[config.mk]
export PLATFORM = sky130hd
export DESIGN_NAME = eight_bit_serial_subtractor
export DESIGN_NICKNAME = d
export VERILOG_FILES = /design/src/rtl/eight_bit_serial_subtractor_pkg.sv /design/src/rtl/eight_bit_serial_subtractor_full_subtractor_bit.sv /design/src/rtl/eight_bit_serial_subtractor.sv
export SDC_FILE = /design/constraint.sdc
export NUM_CORES = 1
export LEC_CHECK = 0
export CORE_ASPECT_RATIO = 0.8
export CORE_MARGIN = 4
export CORE_UTILIZATION = 40
export CTS_CLUSTER_SIZE = 28
export DETAILED_ROUTE_END_ITERATION = 10
export GPL_ROUTABILITY_DRIVEN = 1
export HOLD_SLACK_MARGIN = 0.08
export SYNTH_ARGS = -nofsm -noshare
export SYNTH_HDL_FRONTEND = slang
export SYNTH_SLANG_ARGS = --single-unit
[constraint.sdc]
create_clock -name RCOClk -period 2.3 [get_ports RCOClk]
set_input_delay 0.345 -clock RCOClk [delete_from_list [all_inputs] [get_ports RCOClk]]
set_output_delay 0.345 -clock RCOClk [all_outputs]
set_load 0.01 [all_outputs]
[src/rtl/eight_bit_serial_subtractor_pkg.sv]
`default_nettype none
// ---------------------------------------------------------------------------
// eight_bit_serial_subtractor_pkg : state encoding and sizing helpers
// Revision: 1.0
// ---------------------------------------------------------------------------
package eight_bit_serial_subtractor_pkg;

    localparam int DEFAULT_WIDTH = 8;

    typedef enum logic [1:0] {
        ST_IDLE  = 2'd0,
        ST_SHIFT = 2'd1,
        ST_DONE  = 2'd2
    } sub_state_e;

    // Counter must hold WIDTH itself, not just WIDTH-1.
    function automatic int cnt_width(input int width);
        return $clog2(width + 1);
    endfunction

    localparam int DEFAULT_CNT_W = cnt_width(DEFAULT_WIDTH);

endpackage : eight_bit_serial_subtractor_pkg
`default_nettype wire

[src/rtl/eight_bit_serial_subtractor_full_subtractor_bit.sv]
`default_nettype none
// ---------------------------------------------------------------------------
// full_subtractor_bit : one-bit full subtractor, d = x - y - bin
// Revision: 1.0
// ---------------------------------------------------------------------------
module full_subtractor_bit (
    input  logic i_x,
    input  logic i_y,
    input  logic i_bin,
    output logic o_d,
    output logic o_bout
);

    always_comb begin
        o_d    = i_x ^ i_y ^ i_bin;
        o_bout = (~i_x & i_y) | (~(i_x ^ i_y) & i_bin);
    end

endmodule : full_subtractor_bit
`default_nettype wire

[src/rtl/eight_bit_serial_subtractor.sv]
`default_nettype none
// ---------------------------------------------------------------------------
// eight_bit_serial_subtractor : LSB-first bit-serial X - Y - BorrowIn
// Revision: 1.0
// ---------------------------------------------------------------------------
module eight_bit_serial_subtractor
    import eight_bit_serial_subtractor_pkg::*;
#(
    parameter int WIDTH = DEFAULT_WIDTH
) (
    input  logic             RCOClk,
    input  logic             RCOResetN,
    input  logic             RCOStart,
    input  logic [WIDTH-1:0] RCOSubX,
    input  logic [WIDTH-1:0] RCOSubY,
    input  logic             RCOBorrowIn,
    output logic [WIDTH-1:0] RCODiff,
    output logic             RCOBorrowOut,
    output logic             RCOOverflow,
    output logic             RCOZero,
    output logic             RCOBusy,
    output logic             RCODone
);

    localparam int CNT_W = cnt_width(WIDTH);
    localparam logic [CNT_W-1:0] LAST_BIT = CNT_W'(WIDTH - 1);
    localparam logic [CNT_W-1:0] COMMIT   = CNT_W'(WIDTH);

    sub_state_e       state_q, state_d;
    logic [WIDTH-1:0] x_q, x_d, y_q, y_d, res_q, res_d, diff_q, diff_d;
    logic [CNT_W-1:0] cnt_q, cnt_d;
    logic             borrow_q, borrow_d;
    logic             x_msb_q, x_msb_d, y_msb_q, y_msb_d;
    logic             busy_q, busy_d, done_q, done_d;
    logic             bout_q, bout_d, ovf_q, ovf_d, zero_q, zero_d;
    logic             w_bit_d, w_bit_bout;

    full_subtractor_bit u_fs (
        .i_x    (x_q[0]),
        .i_y    (y_q[0]),
        .i_bin  (borrow_q),
        .o_d    (w_bit_d),
        .o_bout (w_bit_bout)
    );

    always_ff @(posedge RCOClk or negedge RCOResetN) begin
        if (!RCOResetN) begin
            state_q  <= ST_IDLE;
            x_q      <= '0;
            y_q      <= '0;
            res_q    <= '0;
            diff_q   <= '0;
            cnt_q    <= '0;
            borrow_q <= 1'b0;
            x_msb_q  <= 1'b0;
            y_msb_q  <= 1'b0;
            busy_q   <= 1'b0;
            done_q   <= 1'b0;
            bout_q   <= 1'b0;
            ovf_q    <= 1'b0;
            zero_q   <= 1'b0;
        end else begin
            state_q  <= state_d;
            x_q      <= x_d;
            y_q      <= y_d;
            res_q    <= res_d;
            diff_q   <= diff_d;
            cnt_q    <= cnt_d;
            borrow_q <= borrow_d;
            x_msb_q  <= x_msb_d;
            y_msb_q  <= y_msb_d;
            busy_q   <= busy_d;
            done_q   <= done_d;
            bout_q   <= bout_d;
            ovf_q    <= ovf_d;
            zero_q   <= zero_d;
        end
    end

    always_comb begin
        state_d  = state_q;
        x_d      = x_q;
        y_d      = y_q;
        res_d    = res_q;
        diff_d   = diff_q;
        cnt_d    = cnt_q;
        borrow_d = borrow_q;
        x_msb_d  = x_msb_q;
        y_msb_d  = y_msb_q;
        busy_d   = busy_q;
        done_d   = 1'b0;
        bout_d   = bout_q;
        ovf_d    = ovf_q;
        zero_d   = zero_q;

        case (state_q)
            ST_IDLE, ST_DONE: begin
                state_d = ST_IDLE;
                if (RCOStart) begin
                    x_d      = RCOSubX;
                    y_d      = RCOSubY;
                    borrow_d = RCOBorrowIn;
                    x_msb_d  = RCOSubX[WIDTH-1];
                    y_msb_d  = RCOSubY[WIDTH-1];
                    cnt_d    = '0;
                    busy_d   = 1'b1;
                    state_d  = ST_SHIFT;
                end
            end
            ST_SHIFT: begin
                if (cnt_q == COMMIT) begin
                    // All bits are in: publish the result and flags together.
                    diff_d  = res_q;
                    bout_d  = borrow_q;
                    ovf_d   = (x_msb_q ^ y_msb_q) & (res_q[WIDTH-1] ^ x_msb_q);
                    zero_d  = (res_q == '0);
                    done_d  = 1'b1;
                    state_d = ST_DONE;
                end else begin
                    res_d    = {w_bit_d, res_q[WIDTH-1:1]};
                    borrow_d = w_bit_bout;
                    x_d      = x_q >> 1;
                    y_d      = y_q >> 1;
                    cnt_d    = cnt_q + CNT_W'(1);
                    if (cnt_q == LAST_BIT) begin
                        busy_d = 1'b0;
                    end
                end
            end
            default: state_d = ST_IDLE;
        endcase
    end

    assign RCODiff      = diff_q;
    assign RCOBorrowOut = bout_q;
    assign RCOOverflow  = ovf_q;
    assign RCOZero      = zero_q;
    assign RCOBusy      = busy_q;
    assign RCODone      = done_q;

endmodule : eight_bit_serial_subtractor
`default_nettype wire

# After elaboration in Yosys (flattened, before gate mapping)
# Cells that the tools add are included.
dict set report classes {
  add_sub_neg 1
  eq_ne 8
  muxes 21
  bitwise 11
  n_reduce_logical 9
}
# operator n
set ops {}
lappend ops {{$mux W8} 4}
lappend ops {{$pmux W8 S2} 2}
lappend ops {{$logic_not A8 Y1} 1}
lappend ops {{$mux W1} 8}
lappend ops {{$mux W4} 2}
lappend ops {{$ne A2 B2 Y1 const B} 4}
lappend ops {{$pmux W4 S2} 1}
lappend ops {{$reduce_and A2 Y1} 3}
lappend ops {{$add A4 B1 Y4 const B} 1}
lappend ops {{$eq A4 B3 Y1 const B} 1}
lappend ops {{$eq A4 B4 Y1 const B} 1}
lappend ops {{$pmux W1 S2} 2}
lappend ops {{$pmux W2 S2} 1}
lappend ops {{$reduce_and A4 Y1} 1}
lappend ops {{$xor A1 B1 Y1} 4}
lappend ops {{$and A1 B1 Y1} 3}
lappend ops {{$not A1 Y1} 3}
lappend ops {{$reduce_and A3 Y1} 1}
lappend ops {{$eq A2 B1 Y1 const B} 1}
lappend ops {{$eq A2 B2 Y1 const B} 1}
lappend ops {{$logic_not A2 Y1} 1}
lappend ops {{$mux W2} 1}
lappend ops {{$reduce_bool A2 Y1} 1}
lappend ops {{$reduce_or A2 Y1} 1}
lappend ops {{$or A1 B1 Y1} 1}
dict set report totals {
  regBits 46
  inputBits 20
  out_inout_bits 13
  elab_cells 64
}

# Depth between registers and ports, before layout
dict set report logic_depth {
  ltp_word 6
  ltp_mapped 7
  ltp_nobuf 6
}

# By module
# From an unflattened synthesis, not the netlist that was laid out.
dict set report hier_totals {
  hier_cells 146
  area_unflattened_um2 2064.5
}
# module instances cells_each area_per_inst_um2
set by_module_without_submodules {}
lappend by_module_without_submodules {eight_bit_serial_subtractor 1 142 2033.2}
lappend by_module_without_submodules {full_subtractor_bit 1 4 31.3}

# Worst setup path after synthesis
# Ideal clock, no wire load.
dict set report synth_timing {
  path_kind {flip-flop to flip-flop}
  from {reg cnt_q[0]}
  to {reg x_q[0]}
  arrival_time_ns 1.466
  required_time_ns 2.175
  setup_slack_ns 0.709
  path_stages_with_launch 8
  n_path_buf 1
  period_less_slack_ns 1.591
  cell_sequence {dfrtp_1 > inv_1 > ha_1 > nand3b_4 > a21oi_2 > inv_2 > buf_6 > mux2_4}
}
dict set report synth_via {
  elab_chain_cells 3
}
# item line
set synth_lines {}
lappend synth_lines {{start: declaration} eight_bit_serial_subtractor.sv:31} ;# logic [CNT_W-1:0] cnt_q, cnt_d;
lappend synth_lines {{start signal: assignment} eight_bit_serial_subtractor.sv:68} ;# cnt_q <= cnt_d;
lappend synth_lines {{$eq A4 B4 Y1} eight_bit_serial_subtractor.sv:111} ;# if (cnt_q == COMMIT) begin
lappend synth_lines {{$ne A2 B2 Y1 (no source line)} n/a}
lappend synth_lines {{$reduce_and A3 Y1 (no source line)} n/a}
lappend synth_lines {{end signal: assignment} eight_bit_serial_subtractor.sv:49} ;# x_q <= '0;
lappend synth_lines {{end signal: assignment} eight_bit_serial_subtractor.sv:64} ;# x_q <= x_d;
lappend synth_lines {{end: declaration} eight_bit_serial_subtractor.sv:30} ;# logic [WIDTH-1:0] x_q, x_d, y_q, y_d, res_q, res_d, diff_q, diff_d;
# No other way between the ends.
# A chain may end at the register's enable or synchronous reset.

# Worst setup path in the final report
dict set report layout_timing {
  from {reg cnt_q[0]}
  to {reg y_q[6]}
}
dict set report layout_via {
  elab_chain_cells 3
}
# item line
set layout_lines {}
lappend layout_lines {{$eq A4 B4 Y1} eight_bit_serial_subtractor.sv:111}
lappend layout_lines {{$ne A2 B2 Y1 (no source line)} n/a}
lappend layout_lines {{$reduce_and A3 Y1 (no source line)} n/a}
lappend layout_lines {{end signal: assignment} eight_bit_serial_subtractor.sv:65} ;# y_q <= y_d;
lappend layout_lines {{end: declaration} eight_bit_serial_subtractor.sv:30}
# No other way between the ends.

==> impl_metrics.ini <==
[job]
maxCapViolCount = 0

[layout]
nFillCells = 441
final_cell_mix = dfrtp_1 (46), clkdlybuf4s50_1 (31), mux2_2 (26)
antennaDiodeCount = 0
stdcell_count = 251
syn_to_final_growth_pct = 22.6
utilization = 0.513
drive_gt1_frac = 0.339
final_net_count = 211
final_common_cell = dfrtp_1

[clock_network]
ctsResizeCount = 0
cts_buffers = 5
h-tree-depth = 2
cts-root-buf = clkbuf_8
cts.path.max_buffers = 2
cts_tree = done
clock-sinks = 46
clk_latency_ps = 300
cts_setup_buffers = 0
holdBufCountCts = 0
cts.clk_slew.worst_paths_ps = 80

[floorplan]
fp.dieH_um = 73.1
dieArea_mm2 = 0.00653
coreArea_mm2 = 0.00506
start_util = 0.418
num_rows = 23
ios = 33
die_x_um = 89.4

[setup_path]
crit_type = reg2reg
endpoint_kind = flop
rr_endpoint = y_q[6]
start_kind = flop
r2r_setup_slack_ps = 470
arrival_ps = 2010
crit_fanout = 16
timing.rr.start = cnt_q[0]
critPathCapture = y_q[6]
startpoint = cnt_q[0]
cp.required_ps = 2480
r2r_cells = 6

[placed_design]
dp.cells = 243
hpwl_mm = 2.85
io_buffers = 32
finalWeightedCongestion = 0.816

[status]
status = complete, no violations

[detailed_routing]
drt-pass1-iter-count = 3
ant_nets = 0
totalWireLength_mm = 3.85
drcViolationCount = 0
via_per_inst = 4.90
vias = 1230
drtIter0Drc = 63
wl_per_cell_um = 15.3

[timing]
finalMaxSlewViolations = 0
period_share = 0.795
rsz0062_at_grt = false
relSlewSlack = 0.452
final.setup.tns_ps = 0
timing.final.crit_period_ps = 1830
hold_viol = 0
finClkSkew_ps = 4.77
tightest_slew_ps = 822
finalSetupViolations = 0
fmax_mhz = 547

[synthesis]
syn-cell-area_mm2 = 0.00212
netlist.top_cell.by_area = dfrtp_1
ys_warn_count = 0
synth.distinct_cells = 30
syn-instance-count = 148
synth-seq-cells = 46
synthDominantCellAreaShare = 0.543
syn_area_per_cell_um2 = 14.3
syn_nets = 171
ys_seq_area_frac = 0.543
synthTopCellsByArea = dfrtp_1 (54%), mux2_2 (14%), mux2_4 (13%), buf_6 (2.1%), mux2i_1 (1.4%)

[grt]
antenna_found_initial = 0
grt_pass1_vias = 1321
grt-ovfl-total = 0
grt_pass1_wl_mm = 6.52
grtUsageTotal = 0.132
grt_max_degree = 39

[power_and_ir_drop]
p_leak_uw = 0.00122
max-vdd-ir-drop_uv = 554
power_density_mw_per_mm2 = 1420

[worst_hold_path]
hp-class = in2async
## synthesized netlist by cell type, drive strengths merged
cell type	n
nand3	4
mux2	44
nand2	8
or3b	1
nand2b	3
fa	1
nor2	2
nor2b	2
inv	7
nor3	1
dfrtp	46
nor3b	1
a21o	1
nand3b	3
ha	2
and3	1
o31ai	2
a211o	1
nor4	2
mux2i	3
buf	5
a21oi	2
o21ai	6
## metrics by stage
step | power, uW | cell area [um2] | hold slack, ps | worst slack [ps]
floorplan | 2750 | 2120 | 49.4 | 709
global placement | 3140 | 2510 | 466 | 305
detailed placement | 3230 | 2510 | 473 | 230
CTS | 3740 | 2600 | 165 | 454
global route | 3940 | 2600 | 220 | 351
finish | 3690 | 2600 | 140 | 471
## worst min path at each step
stage / start / endpoint
3_3_place_gp: RCOBusy / RCOBusy
2_1_floorplan: RCOResetN / RCOBorrowOut
6_report: RCOResetN / y_q[5]
4_1_cts: RCOResetN / RCODiff[4]
3_5_place_dp: RCOBusy / RCOBusy
5_1_grt: RCOResetN / y_q[5]
## state kept, by name (all words and copies together), names as in the netlist
signal / count
RCOBorrowOut: 1
y_msb_q: 1
RCODone: 1
RCOBusy: 1
RCODiff: 8
RCOZero: 1
cnt_q: 4
borrow_q: 1
res_q: 8
RCOOverflow: 1
x_q: 8
y_q: 8
state_q: 2
x_msb_q: 1
## logic make-up after synthesis
kind of cell | count (synthesis) | synth area share
buf+inv | 12 | 0.0360
fa+ha+maj | 3 | 0.0212
mux | 47 | 0.280
compound gates | 12 | 0.0354
flops | 46 | 0.543
simple gates | 28 | 0.0844
## final cells by class
cell class                 count  area, um2  area share
clock buffer                   7       86.3      0.0332
clock inverter                 1       5.00     0.00193
inverter                       7       26.3      0.0101
multi-input combinational     90        892       0.343
sequential                    46       1150       0.443
tap                           62       77.6      0.0299
timing repair buffer          38        360       0.139
## metal layers
layer	vias up	track usage	share of wire
li1	600	-	-
met1	601	0.188	0.47
met2	22	0.191	0.47
met3	7	0.0339	0.041
met4	0	0.0512	0.015
met5	-	0	0
## critical path: stages (launching register included)
cell	delay [ps]
dfrtp_1	400
inv_1	110
ha_1	230
nand3b_4	160
a21oi_2	230
inv_2	220
mux2_4	350
## report_power, final
| group | internal, uW | switching [uW] |
|---|---|---|
| registers | 1190 | 265 |
| clock network | 243 | 259 |
| logic | 1070 | 660 |
| total | 2510 | 1180 |
No activity file was read; power rests on OpenSTA's default activity.
